$ cat src/rtl/muldiv_hilo_unit_if.sv
// Issue/result bundle between the execute stage and muldiv_hilo_unit.
interface muldiv_hilo_unit_if #(
  parameter int unsigned WIDTH = 32
);
  logic             start;
  logic [2:0]       op;
  logic [WIDTH-1:0] a;
  logic [WIDTH-1:0] b;
  logic             rd_hilo;
  logic             busy;
  logic             done;
  logic             stall;
  logic [WIDTH-1:0] hi;
  logic [WIDTH-1:0] lo;

  modport master (output start, op, a, b, rd_hilo, input busy, done, stall, hi, lo);
  modport slave  (input start, op, a, b, rd_hilo, output busy, done, stall, hi, lo);
endinterface

$ cat src/rtl/muldiv_hilo_unit.sv
// Iterative MULT/MULTU/DIV/DIVU engine owning HI/LO, plus MTHI/MTLO and a HI/LO read stall.
// Define MULDIV_FAST_MUL_EN to compute multiplies in a single FIX cycle with a full multiplier.
module muldiv_hilo_unit #(
  parameter int unsigned WIDTH = 32,
  parameter int unsigned CNT_W = 6
) (
  input  logic              clk,
  input  logic              resetn,
  muldiv_hilo_unit_if.slave bus
);
  localparam int unsigned W2 = 2 * WIDTH;

  typedef enum logic [1:0] {S_IDLE = 2'd0, S_RUN = 2'd1, S_FIX = 2'd2} state_e;

  state_e           state_q, state_d;
  logic [CNT_W-1:0] cnt_q;
  logic [W2-1:0]    acc_q;
  logic [WIDTH-1:0] opb_q;
  logic             sa_q, sb_q, div_q, bz_q;
  logic [WIDTH-1:0] hi_q, lo_q;
  logic             busy_q, done_q;

  logic             issue_c, arith_c, mthi_c, mtlo_c, step_c, commit_c, fast_c;
  logic             na_c, nb_c;
  logic [WIDTH-1:0] amag_c, bmag_c;
  logic [WIDTH:0]   msum_c, shifted_c, diff_c;
  logic             ge_c;
  logic [W2-1:0]    step_acc_c, prod_c, sprod_c;
  logic [WIDTH-1:0] q_c, r_c, hi_fix_c, lo_fix_c;

  assign issue_c = (state_q == S_IDLE) && bus.start;

`ifdef MULDIV_FAST_MUL_EN
  assign fast_c = (bus.op[2:1] == 2'b00);
  assign prod_c = W2'(acc_q[WIDTH-1:0]) * W2'(opb_q);
`else
  assign fast_c = 1'b0;
  assign prod_c = acc_q;
`endif

  // State register
  always_ff @(posedge clk or negedge resetn) begin
    if (!resetn) state_q <= S_IDLE;
    else         state_q <= state_d;
  end

  // Next-state logic
  always_comb begin
    state_d = state_q;
    case (state_q)
      S_IDLE:  if (arith_c) state_d = fast_c ? S_FIX : S_RUN;
      S_RUN:   if (cnt_q == CNT_W'(1)) state_d = S_FIX;
      S_FIX:   state_d = S_IDLE;
      default: state_d = S_IDLE;
    endcase
  end

  // Control decode; starts outside IDLE are dropped here
  always_comb begin
    arith_c  = 1'b0;
    mthi_c   = 1'b0;
    mtlo_c   = 1'b0;
    step_c   = 1'b0;
    commit_c = 1'b0;
    case (state_q)
      S_IDLE: begin
        arith_c = issue_c && !bus.op[2];
        mthi_c  = issue_c && (bus.op == 3'b100);
        mtlo_c  = issue_c && (bus.op == 3'b101);
      end
      S_RUN:   step_c   = 1'b1;
      S_FIX:   commit_c = 1'b1;
      default: ;
    endcase
  end

  // Operand magnitudes for signed ops (op[0]=0)
  assign na_c   = !bus.op[0] && bus.a[WIDTH-1];
  assign nb_c   = !bus.op[0] && bus.b[WIDTH-1];
  assign amag_c = na_c ? -bus.a : bus.a;
  assign bmag_c = nb_c ? -bus.b : bus.b;

  // One radix-2 step: shift-add multiply or restoring divide
  always_comb begin
    msum_c    = {1'b0, acc_q[W2-1:WIDTH]} + (acc_q[0] ? {1'b0, opb_q} : (WIDTH+1)'(0));
    shifted_c = {acc_q[W2-1:WIDTH], acc_q[WIDTH-1]};
    diff_c    = shifted_c - {1'b0, opb_q};
    ge_c      = (shifted_c >= {1'b0, opb_q});
    if (div_q)
      step_acc_c = {(ge_c ? diff_c[WIDTH-1:0] : shifted_c[WIDTH-1:0]), acc_q[WIDTH-2:0], ge_c};
    else
      step_acc_c = {msum_c, acc_q[WIDTH-1:1]};
  end

  // Sign fix-up; a zero divisor leaves |a| as remainder, so HI comes back as a
  always_comb begin
    sprod_c  = (sa_q ^ sb_q) ? -prod_c : prod_c;
    q_c      = bz_q ? {WIDTH{1'b1}}
                    : ((sa_q ^ sb_q) ? -acc_q[WIDTH-1:0] : acc_q[WIDTH-1:0]);
    r_c      = sa_q ? -acc_q[W2-1:WIDTH] : acc_q[W2-1:WIDTH];
    hi_fix_c = div_q ? r_c : sprod_c[W2-1:WIDTH];
    lo_fix_c = div_q ? q_c : sprod_c[WIDTH-1:0];
  end

  // Iteration datapath
  always_ff @(posedge clk or negedge resetn) begin
    if (!resetn) begin
      acc_q <= '0;
      opb_q <= '0;
      cnt_q <= '0;
      sa_q  <= 1'b0;
      sb_q  <= 1'b0;
      div_q <= 1'b0;
      bz_q  <= 1'b0;
    end else if (arith_c) begin
      acc_q <= {WIDTH'(0), (bus.op[1] ? amag_c : bmag_c)};
      opb_q <= bus.op[1] ? bmag_c : amag_c;
      cnt_q <= CNT_W'(WIDTH);
      sa_q  <= na_c;
      sb_q  <= nb_c;
      div_q <= bus.op[1];
      bz_q  <= (bus.b == '0);
    end else if (step_c) begin
      acc_q <= step_acc_c;
      cnt_q <= cnt_q - CNT_W'(1);
    end
  end

  // Architectural HI/LO and status
  always_ff @(posedge clk or negedge resetn) begin
    if (!resetn) begin
      hi_q   <= '0;
      lo_q   <= '0;
      busy_q <= 1'b0;
      done_q <= 1'b0;
    end else begin
      busy_q <= (state_d != S_IDLE);
      done_q <= commit_c;
      if (commit_c) begin
        hi_q <= hi_fix_c;
        lo_q <= lo_fix_c;
      end else begin
        if (mthi_c) hi_q <= bus.a;
        if (mtlo_c) lo_q <= bus.a;
      end
    end
  end

  assign bus.busy  = busy_q;
  assign bus.done  = done_q;
  assign bus.hi    = hi_q;
  assign bus.lo    = lo_q;
  assign bus.stall = busy_q & (bus.rd_hilo | bus.start);

endmodule

$ cat src/flat_wrapper.sv
// flat-port wrapper written by rule: the top's interface ports become plain ports
module muldiv_hilo_unit_flat 
#(
  parameter int unsigned WIDTH = 32,
  parameter int unsigned CNT_W = 6
)
  (clk, resetn, bus_start, bus_op, bus_a, bus_b, bus_rd_hilo, bus_busy, bus_done, bus_stall, bus_hi, bus_lo);
  muldiv_hilo_unit_if #(.WIDTH(WIDTH)) bus_i ();
  input  logic clk;
  input  logic resetn;
  input wire logic [$bits(bus_i.start)-1:0] bus_start;
  input wire logic [$bits(bus_i.op)-1:0] bus_op;
  input wire logic [$bits(bus_i.a)-1:0] bus_a;
  input wire logic [$bits(bus_i.b)-1:0] bus_b;
  input wire logic [$bits(bus_i.rd_hilo)-1:0] bus_rd_hilo;
  output wire logic [$bits(bus_i.busy)-1:0] bus_busy;
  output wire logic [$bits(bus_i.done)-1:0] bus_done;
  output wire logic [$bits(bus_i.stall)-1:0] bus_stall;
  output wire logic [$bits(bus_i.hi)-1:0] bus_hi;
  output wire logic [$bits(bus_i.lo)-1:0] bus_lo;
  assign bus_i.start = bus_start;
  assign bus_i.op = bus_op;
  assign bus_i.a = bus_a;
  assign bus_i.b = bus_b;
  assign bus_i.rd_hilo = bus_rd_hilo;
  assign bus_busy = bus_i.busy;
  assign bus_done = bus_i.done;
  assign bus_stall = bus_i.stall;
  assign bus_hi = bus_i.hi;
  assign bus_lo = bus_i.lo;
  muldiv_hilo_unit #(.WIDTH(WIDTH), .CNT_W(CNT_W)) u_core (.clk(clk), .resetn(resetn), .bus(bus_i));
endmodule
$ cat config.mk
export PLATFORM = sky130hd
export DESIGN_NAME = muldiv_hilo_unit_flat
export DESIGN_NICKNAME = d
export VERILOG_FILES = /design/src/rtl/muldiv_hilo_unit_if.sv /design/src/rtl/muldiv_hilo_unit.sv /design/src/flat_wrapper.sv
export SDC_FILE = /design/constraint.sdc
export NUM_CORES = 1
export LEC_CHECK = 0
export ABC_CLOCK_PERIOD_IN_PS = 4300
export BUFFER_PORTS_ARGS = -buffer_cell sky130_fd_sc_hd__buf_2
export CAP_MARGIN = 20
export CORE_UTILIZATION = 27
export DETAILED_ROUTE_END_ITERATION = 6
export PLACE_DENSITY = 0.44
export SLEW_MARGIN = 0
export SYNTH_ARGS = -nofsm -noshare
export SYNTH_HDL_FRONTEND = slang
export SYNTH_SLANG_ARGS = --single-unit
$ cat constraint.sdc
create_clock -name clk -period 4.3 [get_ports clk]
set_input_delay 0.645 -clock clk [delete_from_list [all_inputs] [get_ports clk]]
set_output_delay 0.645 -clock clk [all_outputs]
set_load 0.05 [all_outputs]
==> run_results.csv, run 1 <==
group,metric,value,unit
floorplan,placeableCoreArea,0.0555,mm²
floorplan,initial_core_util,27.6,%
cells_and_area,layout-drive-gt1-share,12.0,%
job,drv_cap,0,
synth,yosysSeqAreaShare,28.4,%
synth,synth_edf_count,0,
floorplan,die_area,0.0577,mm²
setup_path,rr_endpoint,"u_core.acc_q[61]",
timing,fin_ws,0.375,ns
power_and_ir_drop,p_comb_share,69.9,%
power_and_ir_drop,vdd_drop_max,0.256,mV
power_and_ir_drop,clockPowerShare,10.1,%
global_routing,grt_pass1_wl,93500,µm
power_and_ir_drop,p_seq_share,20.0,%
timing,finalSetupViolCount,0,
setup_path,critPathMostFrequentCell,"buf_4",
clocking,cts-root-buf,"clkbuf_16",
setup_path,crit_type,"reg2reg",
setup_path,critPathTopFamily,"compound AO/OA/AOI/OAI gates",
setup_path,crit_buf_inv,3,
clocking,htreeDepth,4,
place,port-buffer-count,137,
floorplan,die_h,240,µm
timing,fin_setup_tns,0,ns
place,placed_area,0.0169,mm²
detailed_routing,drt_iter0_drc,1193,
global_routing,grt.total_usage,21.6,%
floorplan,io_pins,138,
clocking,clkSinkCount,174,
timing,fin_crit_sh,91.3,%
cells_and_area,n_antenna_cell,0,
global_routing,grt_pass1_vias,14730,
detailed_routing,drc_errors,0,
detailed_routing,dr.pass1.iters,5,
synth,yosysTopAreaCellShare,28.4,%
setup_path,critPathMaxFanout,26,
synth,yosys.area.top_type,"dfrtp_1",
global_routing,antenna_found_initial,0,
timing,fmax,0.255,GHz
floorplan,floorplan.rows,86,
setup_path,crit_path_end_kind,"register",
detailed_routing,antenna_left,0,
timing,rsz0062_at_grt,"false",
detailed_routing,dr_total_vias,15274,
place,gp_congestion,0.909,
setup_path,worstPathCellList,"inv_1 > buf_4 > nor2_1 > ha_1 > or3_1 > o221a_2 > o41ai_1 > buf_4 > a21oi_1 > a211o_1 > o31ai_1 > xnor2_1 > o211ai_1",
floorplan,die_w,240,µm
setup_path,slowest_stage,"dfrtp_1",
place,pre_cts_ws,0.482,ns
cells_and_area,finalNonFillerCells,2811,
setup_path,required,4.63,ns
global_routing,overflow,0,
synth,yosysMostFrequentCell,"nand2_1",
setup_path,r2r_start,"u_core.acc_q[0]",
synth,yosys_warnings,0,
synth,syn-instance-count,1983,
synth,synth_area,0.0153,mm²
cells_and_area,final_area,0.0175,mm²
worst_hold_path,hold_class,"in2async",
status,status,"finished clean",
clocking,cts_resized,0,
global_routing,grt_start_max_net_pins,100,
timing,post-route-min-period,3.93,ns
detailed_routing,finalWirelength,62300,µm
timing,slew_viol_final,0,
power_and_ir_drop,power.density,993,mW/mm²
synth,ys_types,72,
power_and_ir_drop,power_switching,0.00954,W
clocking,cts_tree,"yes",
synth,synth-main-ff-cell,"dfrtp_1",
clocking,hold_buffers,0,
clocking,clock_latency,0.48,ns
detailed_routing,viasPerCell,5.43,
synth,synth_common_cells,"228 x nand2_1, 202 x o21ai_0, 178 x nor2_1, 174 x dfrtp_1, 165 x a21oi_1",
timing,finalHoldViolations,0,
synth,syn_nets,2126,
clocking,clk_pin_slew,0.08,ns
timing,slew_headroom,29.4,%
setup_path,rrSetupSlack,0.37,ns
place,place_inst,2779,
setup_path,worstPathArrival,4.25,ns
timing,skew,0.0205,ns
setup_path,setup.worst_path.start_class,"register",
cells_and_area,area_delta_synth_final,14.3,%
timing,worst_slew_pin_slew,1.06,ns
setup_path,critPathMaxStageDelay,0.45,ns
place,place_hpwl,47600,µm
clocking,cts-buffers-inserted,17,
cells_and_area,nets,2193,
clocking,cts_setup_buffers,0,
power_and_ir_drop,power.leakage,7.14,nW
clocking,clock_path_buffers,2,
synth,async_flop_share,100,%
synth,synth_area_leaders,"dfrtp_1 28%, o21ai_0 6.6%, ha_1 5.7%",
synth,avgSynthCellArea,7.72,µm²
power_and_ir_drop,power.total,0.0174,W
detailed_routing,wire_per_inst,22.2,µm
power_and_ir_drop,power_switching_share,54.9,%
setup_path,reg2regPathDepth,13,
power_and_ir_drop,intPower,0.00783,W
synth,ys_ff_latch,174,
final cells by class:
type                    instances  area, µm²
clock buffers                  17        425
clock inverters                15        203
fillers                      6067      38000
inverters                      71        267
multi-input cells            1602      10200
flip-flops and latches        174       4360
well taps                     748        936
repair buffers                184       1090
cells by family after synthesis:
kind of cell               Yosys count  synth area share (%)
and+or+nand+nor                    644                  19.5
AOI/OAI and AO/OA                  638                  26.1
buffers and inverters              207                  5.11
DFF                                174                  28.4
xor gates and xnor gates           171                  9.78
muxes                               77                  5.04
adders and majority gates           72                  5.98
state kept, by name, indices dropped and copies added (netlist names):
register and cells:
u_core.state_q 2, u_core.bus.hi 32, u_core.bz_q 1, u_core.bus.lo 32
u_core.bus.done 1, u_core.div_q 1, u_core.cnt_q 6, u_core.bus.busy 1
u_core.opb_q 32, u_core.acc_q 64, u_core.sb_q 1, u_core.sa_q 1
stage by stage:
stage,hold WS (ns),utilization (%)
2_1_floorplan,0.349,-
3_3_place_gp,0.470,30.4
3_5_place_dp,0.477,30.4
4_1_cts,0.221,31.5
5_1_grt,0.230,31.5
6_report,0.192,31.5
per-layer routing:
layer | routed length (µm) | global-route usage, % | part of all wire [%]
met2 | 29400 | 36.0 | 47
met1 | 29200 | 29.7 | 47
met5 | 0 | 0 | 0
met4 | 1220 | 5.83 | 2.0
met3 | 2500 | 1.97 | 4.0
placed cells by master (no fill, tap or decap), drive strengths merged, types with 20 or more instances in the layout:
cell      n
a21oi   165
nor3     45
or3      23
o31ai    21
nor2b    20
inv      79
nand3    35
ha       70
o21ai   211
nand2   229
nor4     24
buf     183
dfrtp   174
a32oi    35
nor2    178
xor2     73
xnor2    98
o21a     22
o211ai   38
mux2i    76
a211oi   24
nand2b   21
worst max-delay path by stage:
stage | end | cells after the start | slack, ns | from
after floorplan | u_core.acc_q[61] | 13 | 0.78 | u_core.acc_q[0]
after global placement | u_core.acc_q[61] | 13 | 0.43 | u_core.acc_q[0]
after detailed placement | u_core.acc_q[61] | 13 | 0.48 | u_core.acc_q[0]
after CTS | u_core.acc_q[61] | 13 | 0.45 | u_core.acc_q[0]
after global routing | u_core.acc_q[62] | 13 | 0.19 | u_core.acc_q[0]
final | u_core.acc_q[61] | 13 | 0.37 | u_core.acc_q[0]
power by group through the flow:
stage	registers [W]	logic, W	clock network [W]
after floorplan	0.00399	0.00790	0
after global placement	0.00348	0.0120	0
after detailed placement	0.00348	0.0120	0
after CTS	0.00346	0.0121	0.00180
after global routing	0.00358	0.0133	0.00186
final	0.00347	0.0121	0.00176
Power figures use the tool's default switching activity.
==> run 2, diff against run 1 <==
Settings changed: CTS_BUF_LIST set to sky130_fd_sc_hd__clkbuf_8, SLEW_MARGIN 0 to 20.
==> run_results.csv, run 2 (synthesis results as in run 1) <==
group,metric,value,unit
floorplan,die_h,240,µm
timing,slew_headroom,29.1,%
global_routing,grt_pass1_vias,14699,
timing,post-route-min-period,3.90,ns
setup_path,slowest_stage,"dfrtp_1",
detailed_routing,viasPerCell,5.43,
cells_and_area,final_common_cell,"nand2_1",
floorplan,floorplan.rows,86,
floorplan,initial_core_util,27.6,%
clocking,cts_resized,0,
clocking,clock_path_buffers,2,
detailed_routing,drt_iter0_drc,1209,
floorplan,die_w,240,µm
timing,hold_slack,0.122,ns
detailed_routing,dr.max_layer_used,"met4",
setup_path,crit_type,"reg2reg",
timing,fin_setup_tns,0,ns
setup_path,required,4.69,ns
setup_path,reg2regPathDepth,13,
clocking,clock_latency,0.53,ns
setup_path,setup.worst_path.start_class,"register",
cells_and_area,area_delta_synth_final,13.0,%
setup_path,worstPathCellList,"inv_1 > buf_4 > nor2_1 > ha_1 > or3_1 > o221a_2 > o41ai_1 > buf_4 > a21oi_1 > a211o_1 > o31ai_1 > xnor2_1 > o211ai_1",
detailed_routing,wire_per_inst,22.1,µm
timing,skew,0.0234,ns
global_routing,antenna_found_initial,0,
clocking,cts-buffers-inserted,17,
timing,finalSetupViolCount,0,
power_and_ir_drop,power.leakage,7.06,nW
clocking,hold_buffers,0,
worst_hold_path,hold_class,"in2async",
place,pre_cts_ws,0.482,ns
floorplan,die_area,0.0577,mm²
cells_and_area,largest_reg_flops,64,
timing,finalHoldViolations,0,
setup_path,rrSetupSlack,0.40,ns
setup_path,worstPathArrival,4.29,ns
detailed_routing,antenna_left,0,
place,port-buffer-count,137,
global_routing,grt_pass1_wl,93300,µm
detailed_routing,wl_met2,29500,µm
status,status,"finished clean",
floorplan,io_pins,138,
detailed_routing,finalWirelength,62200,µm
setup_path,critPathMaxStageDelay,0.45,ns
floorplan,placeableCoreArea,0.0555,mm²
setup_path,rr_endpoint,"u_core.acc_q[61]",
clocking,clkSinkCount,174,
place,gp_congestion,0.909,
global_routing,grt.total_usage,21.6,%
cells_and_area,final_util,31.2,%
clocking,htreeDepth,4,
timing,slew_viol_final,0,
setup_path,crit_path_end_kind,"register",
detailed_routing,drt-met1-wl,29000,µm
setup_path,startpoint,"u_core.acc_q[0]",
cells_and_area,finalNonFillerCells,2811,
timing,fin_crit_sh,90.7,%
cells_and_area,nets,2193,
clocking,clk_pin_slew,0.11,ns
cells_and_area,final_cell_mix,"228 x nand2_1, 200 x o21ai_0, 177 x nor2_1",
setup_path,critPathMostFrequentCell,"buf_4",
clocking,cts_setup_buffers,0,
detailed_routing,met3_length,2570,µm
setup_path,critPathMaxFanout,26,
cells_and_area,top_register,"u_core.acc_q",
setup_path,endpoint,"u_core.acc_q[61]",
cells_and_area,layout-drive-gt1-share,12.0,%
detailed_routing,dr_total_vias,15261,
place,place_inst,2779,
clocking,cts_tree,"yes",
power_and_ir_drop,power.density,981,mW/mm²
detailed_routing,dr.pass1.iters,7,
timing,fmax,0.256,GHz
timing,rsz0062_at_grt,"false",
global_routing,grt_start_max_net_pins,100,
job,drv_cap,0,
timing,fin_ws,0.399,ns
cells_and_area,n_antenna_cell,0,
global_routing,overflow,0,
setup_path,r2r_start,"u_core.acc_q[0]",
place,place_hpwl,47600,µm
power_and_ir_drop,vdd_drop_max,0.258,mV
clocking,cts-root-buf,"clkbuf_8",
detailed_routing,drc_errors,0,
timing,worst_slew_pin_slew,1.06,ns
-- run 2: cell counts in the layout (fill, tap and decap cells not counted) --
Identical to the previous run, type by type.
-- run 2: final cells by class --
cell class / count / area [µm²]
Tap cell: 748 / 936
Clock buffer: 17 / 234
Multi-Input combinational cell: 1602 / 10200
Timing Repair Buffer: 184 / 1090
Sequential cell: 174 / 4360
Fill cell: 6076 / 38200
Clock inverter: 15 / 203
Inverter: 71 / 267
-- run 2: stage by stage --
| stage | total power (W) | instance area (µm²) |
|---|---|---|
| final | 0.0170 | 17300 |
| after CTS | 0.0169 | 17300 |
| after global routing | 0.0183 | 17300 |
| after global placement | 0.0155 | 16900 |
| after detailed placement | 0.0155 | 16900 |
| after floorplan | 0.0119 | 15300 |
-- run 2: where the power goes --
part | switching (W) | internal [W]
Clock | 0.000774 | 0.000598
Sequential | 0.00102 | 0.00244
Combinational | 0.00769 | 0.00444
-- run 2: worst max-delay path: cells and delay by family (launching register included) --
kind,cells,cell delay (ns)
AO/OA/AOI/OAI,6,1.62
buffers and inverters,3,0.82
AND/OR/NAND/NOR,2,0.50
flip-flops,1,0.45
adder cells (fa/ha/maj),1,0.23
XOR/XNOR,1,0.15
-- run 2: how the worst min path moves through the flow --
stage	startpoint	to	slack (ns)	depth (start not counted)
global route	resetn	u_core.bus.lo[9]	0.15	1
detailed placement	u_core.opb_q[5]	u_core.opb_q[5]	0.48	2
CTS	resetn	u_core.opb_q[9]	0.14	1
global placement	u_core.opb_q[16]	u_core.opb_q[16]	0.47	2
finish	resetn	u_core.bus.lo[9]	0.12	1
floorplan	resetn	u_core.acc_q[0]	0.35	0
-- run 2: metal layers --
metal | track usage (%) | vias up
met1 | 29.5 | 7461
met3 | 1.94 | 61
li1 | - | 7299
met5 | 0 | -
met2 | 36.1 | 440
met4 | 5.75 | 0
==> run 3, diff against run 2 <==
Settings changed: PLACE_DENSITY 0.44 to 0.52.
==> run_results.csv, run 3 (synthesis results as in run 1) <==
group,metric,value,unit
status,status,"finished clean",
cells_and_area,largest_reg_flops,64,
floorplan,die_w,240,µm
timing,rsz0062_at_grt,"false",
global_routing,busiest_layer,"met2",
clocking,htreeDepth,4,
clocking,cts_tree,"yes",
clocking,clock_path_buffers,2,
clocking,cts-root-buf,"clkbuf_8",
floorplan,placeableCoreArea,0.0555,mm²
global_routing,overflow,0,
timing,worst_slew_pin_slew,1.07,ns
detailed_routing,antenna_left,0,
setup_path,endpoint,"u_core.acc_q[62]",
global_routing,grt_pass1_wl,89800,µm
setup_path,crit_type,"reg2reg",
setup_path,reg2regPathDepth,13,
timing,finalHoldViolations,0,
floorplan,floorplan.rows,86,
detailed_routing,dr.pass1.iters,6,
timing,skew,0.0233,ns
global_routing,grt_use_met1,27.9,%
cells_and_area,final_area,0.0174,mm²
setup_path,crit_cells,13,
floorplan,io_pins,138,
timing,slew_headroom,28.4,%
place,place_hpwl,46500,µm
setup_path,startpoint,"u_core.acc_q[0]",
global_routing,antenna_found_initial,1,
detailed_routing,finalWirelength,59900,µm
setup_path,crit_path_end_kind,"register",
setup_path,rrSetupSlack,0.49,ns
cells_and_area,final_util,31.3,%
floorplan,die_area,0.0577,mm²
cells_and_area,top_register,"u_core.acc_q",
clocking,hold_buffers,0,
place,gp_congestion,0.963,
job,drv_cap,0,
power_and_ir_drop,vdd_drop_max,0.374,mV
global_routing,grt_start_max_net_pins,106,
clocking,cts-buffers-inserted,17,
setup_path,critPathMaxStageDelay,0.52,ns
detailed_routing,dr_total_vias,15343,
detailed_routing,drc_errors,0,
cells_and_area,final_cell_mix,"228 x nand2_1, 200 x o21ai_0, 177 x nor2_1",
detailed_routing,viasPerCell,5.43,
setup_path,setup.worst_path.start_class,"register",
power_and_ir_drop,power.total,0.0170,W
timing,slew_viol_final,0,
setup_path,required,4.70,ns
setup_path,slowest_stage,"a211oi_1",
setup_path,crit_buf_inv,2,
power_and_ir_drop,power.density,978,mW/mm²
timing,post-route-min-period,3.81,ns
timing,fin_crit_sh,88.7,%
global_routing,grt_use_met3,1.83,%
place,port-buffer-count,137,
timing,fin_setup_tns,0,ns
timing,hold_slack,0.251,ns
setup_path,r2r_start,"u_core.acc_q[0]",
clocking,cts_setup_buffers,0,
timing,fmax,0.262,GHz
setup_path,critPathMaxFanout,6,
cells_and_area,final_common_cell,"nand2_1",
detailed_routing,drt_iter0_drc,1214,
timing,finalSetupViolCount,0,
place,placed_area,0.0169,mm²
cells_and_area,area_delta_synth_final,13.5,%
global_routing,grt_pass1_vias,14522,
cells_and_area,nets,2207,
setup_path,worstPathCellList,"inv_1 > buf_4 > nor2_1 > ha_1 > a211oi_1 > o21ai_0 > a31oi_1 > o221ai_1 > a21boi_0 > o31ai_1 > xor2_1 > o221ai_1 > o21ai_0",
cells_and_area,layout-drive-gt1-share,12.6,%
global_routing,grt.total_usage,20.4,%
floorplan,die_h,240,µm
power_and_ir_drop,power.leakage,7.11,nW
setup_path,critPathTopFamily,"compound AO/OA/AOI/OAI gates",
floorplan,initial_core_util,27.6,%
clocking,clock_latency,0.52,ns
setup_path,rr_endpoint,"u_core.acc_q[62]",
detailed_routing,wire_per_inst,21.2,µm
clocking,clkSinkCount,174,
global_routing,gr-usage-met2,33.7,%
clocking,clk_pin_slew,0.11,ns
worst_hold_path,hold_class,"in2async",
setup_path,worstPathArrival,4.21,ns
clocking,cts_resized,0,
-- run 3: final cells by class --
cell class / count / area, µm²
Antenna cell: 1 / 2.50
Sequential cell: 174 / 4360
Clock inverter: 13 / 161
Multi-Input combinational cell: 1602 / 10200
Clock buffer: 19 / 262
Fill cell: 6037 / 38200
Inverter: 71 / 267
Timing Repair Buffer: 198 / 1170
Tap cell: 748 / 936
-- run 3: per-stage QoR --
step | instances | setup WS (ns)
2_1_floorplan | 1983 | 0.784
3_3_place_gp | 2793 | 0.598
3_5_place_dp | 2793 | 0.563
4_1_cts | 2825 | 0.527
5_1_grt | 2825 | 0.183
6_report | 2826 | 0.487
-- run 3: per-layer routing --
layer | vias to the layer above | wire (µm)
met2 | 519 | 27800
met3 | 85 | 2690
met4 | 0 | 1660
met5 | - | 0
li1 | 7303 | -
met1 | 7436 | 27800
-- run 3: report_power, final --
| part | switching [W] | leakage, nW | internal [W] |
|---|---|---|---|
| Clock | 0.000699 | 0.210 | 0.000607 |
| Sequential | 0.000926 | 2.01 | 0.00244 |
| Combinational | 0.00778 | 4.88 | 0.00452 |
-- run 3: worst min path at each step --
stage | startpoint | end
final | resetn | u_core.acc_q[8]
after global routing | resetn | u_core.acc_q[8]
after CTS | resetn | u_core.acc_q[8]
after detailed placement | u_core.opb_q[6] | u_core.opb_q[6]
after global placement | u_core.opb_q[4] | u_core.opb_q[4]
after floorplan | resetn | u_core.acc_q[0]
-- run 3: worst reg2reg max path: cells and delay by family (launching register included) --
kind | cells | cell delay, ns
and+or+nand+nor | 1 | 0.05
buffers and inverters | 2 | 0.34
xor gates and xnor gates | 1 | 0.16
DFF | 1 | 0.47
AOI/OAI and AO/OA | 8 | 2.42
adders and majority gates | 1 | 0.24
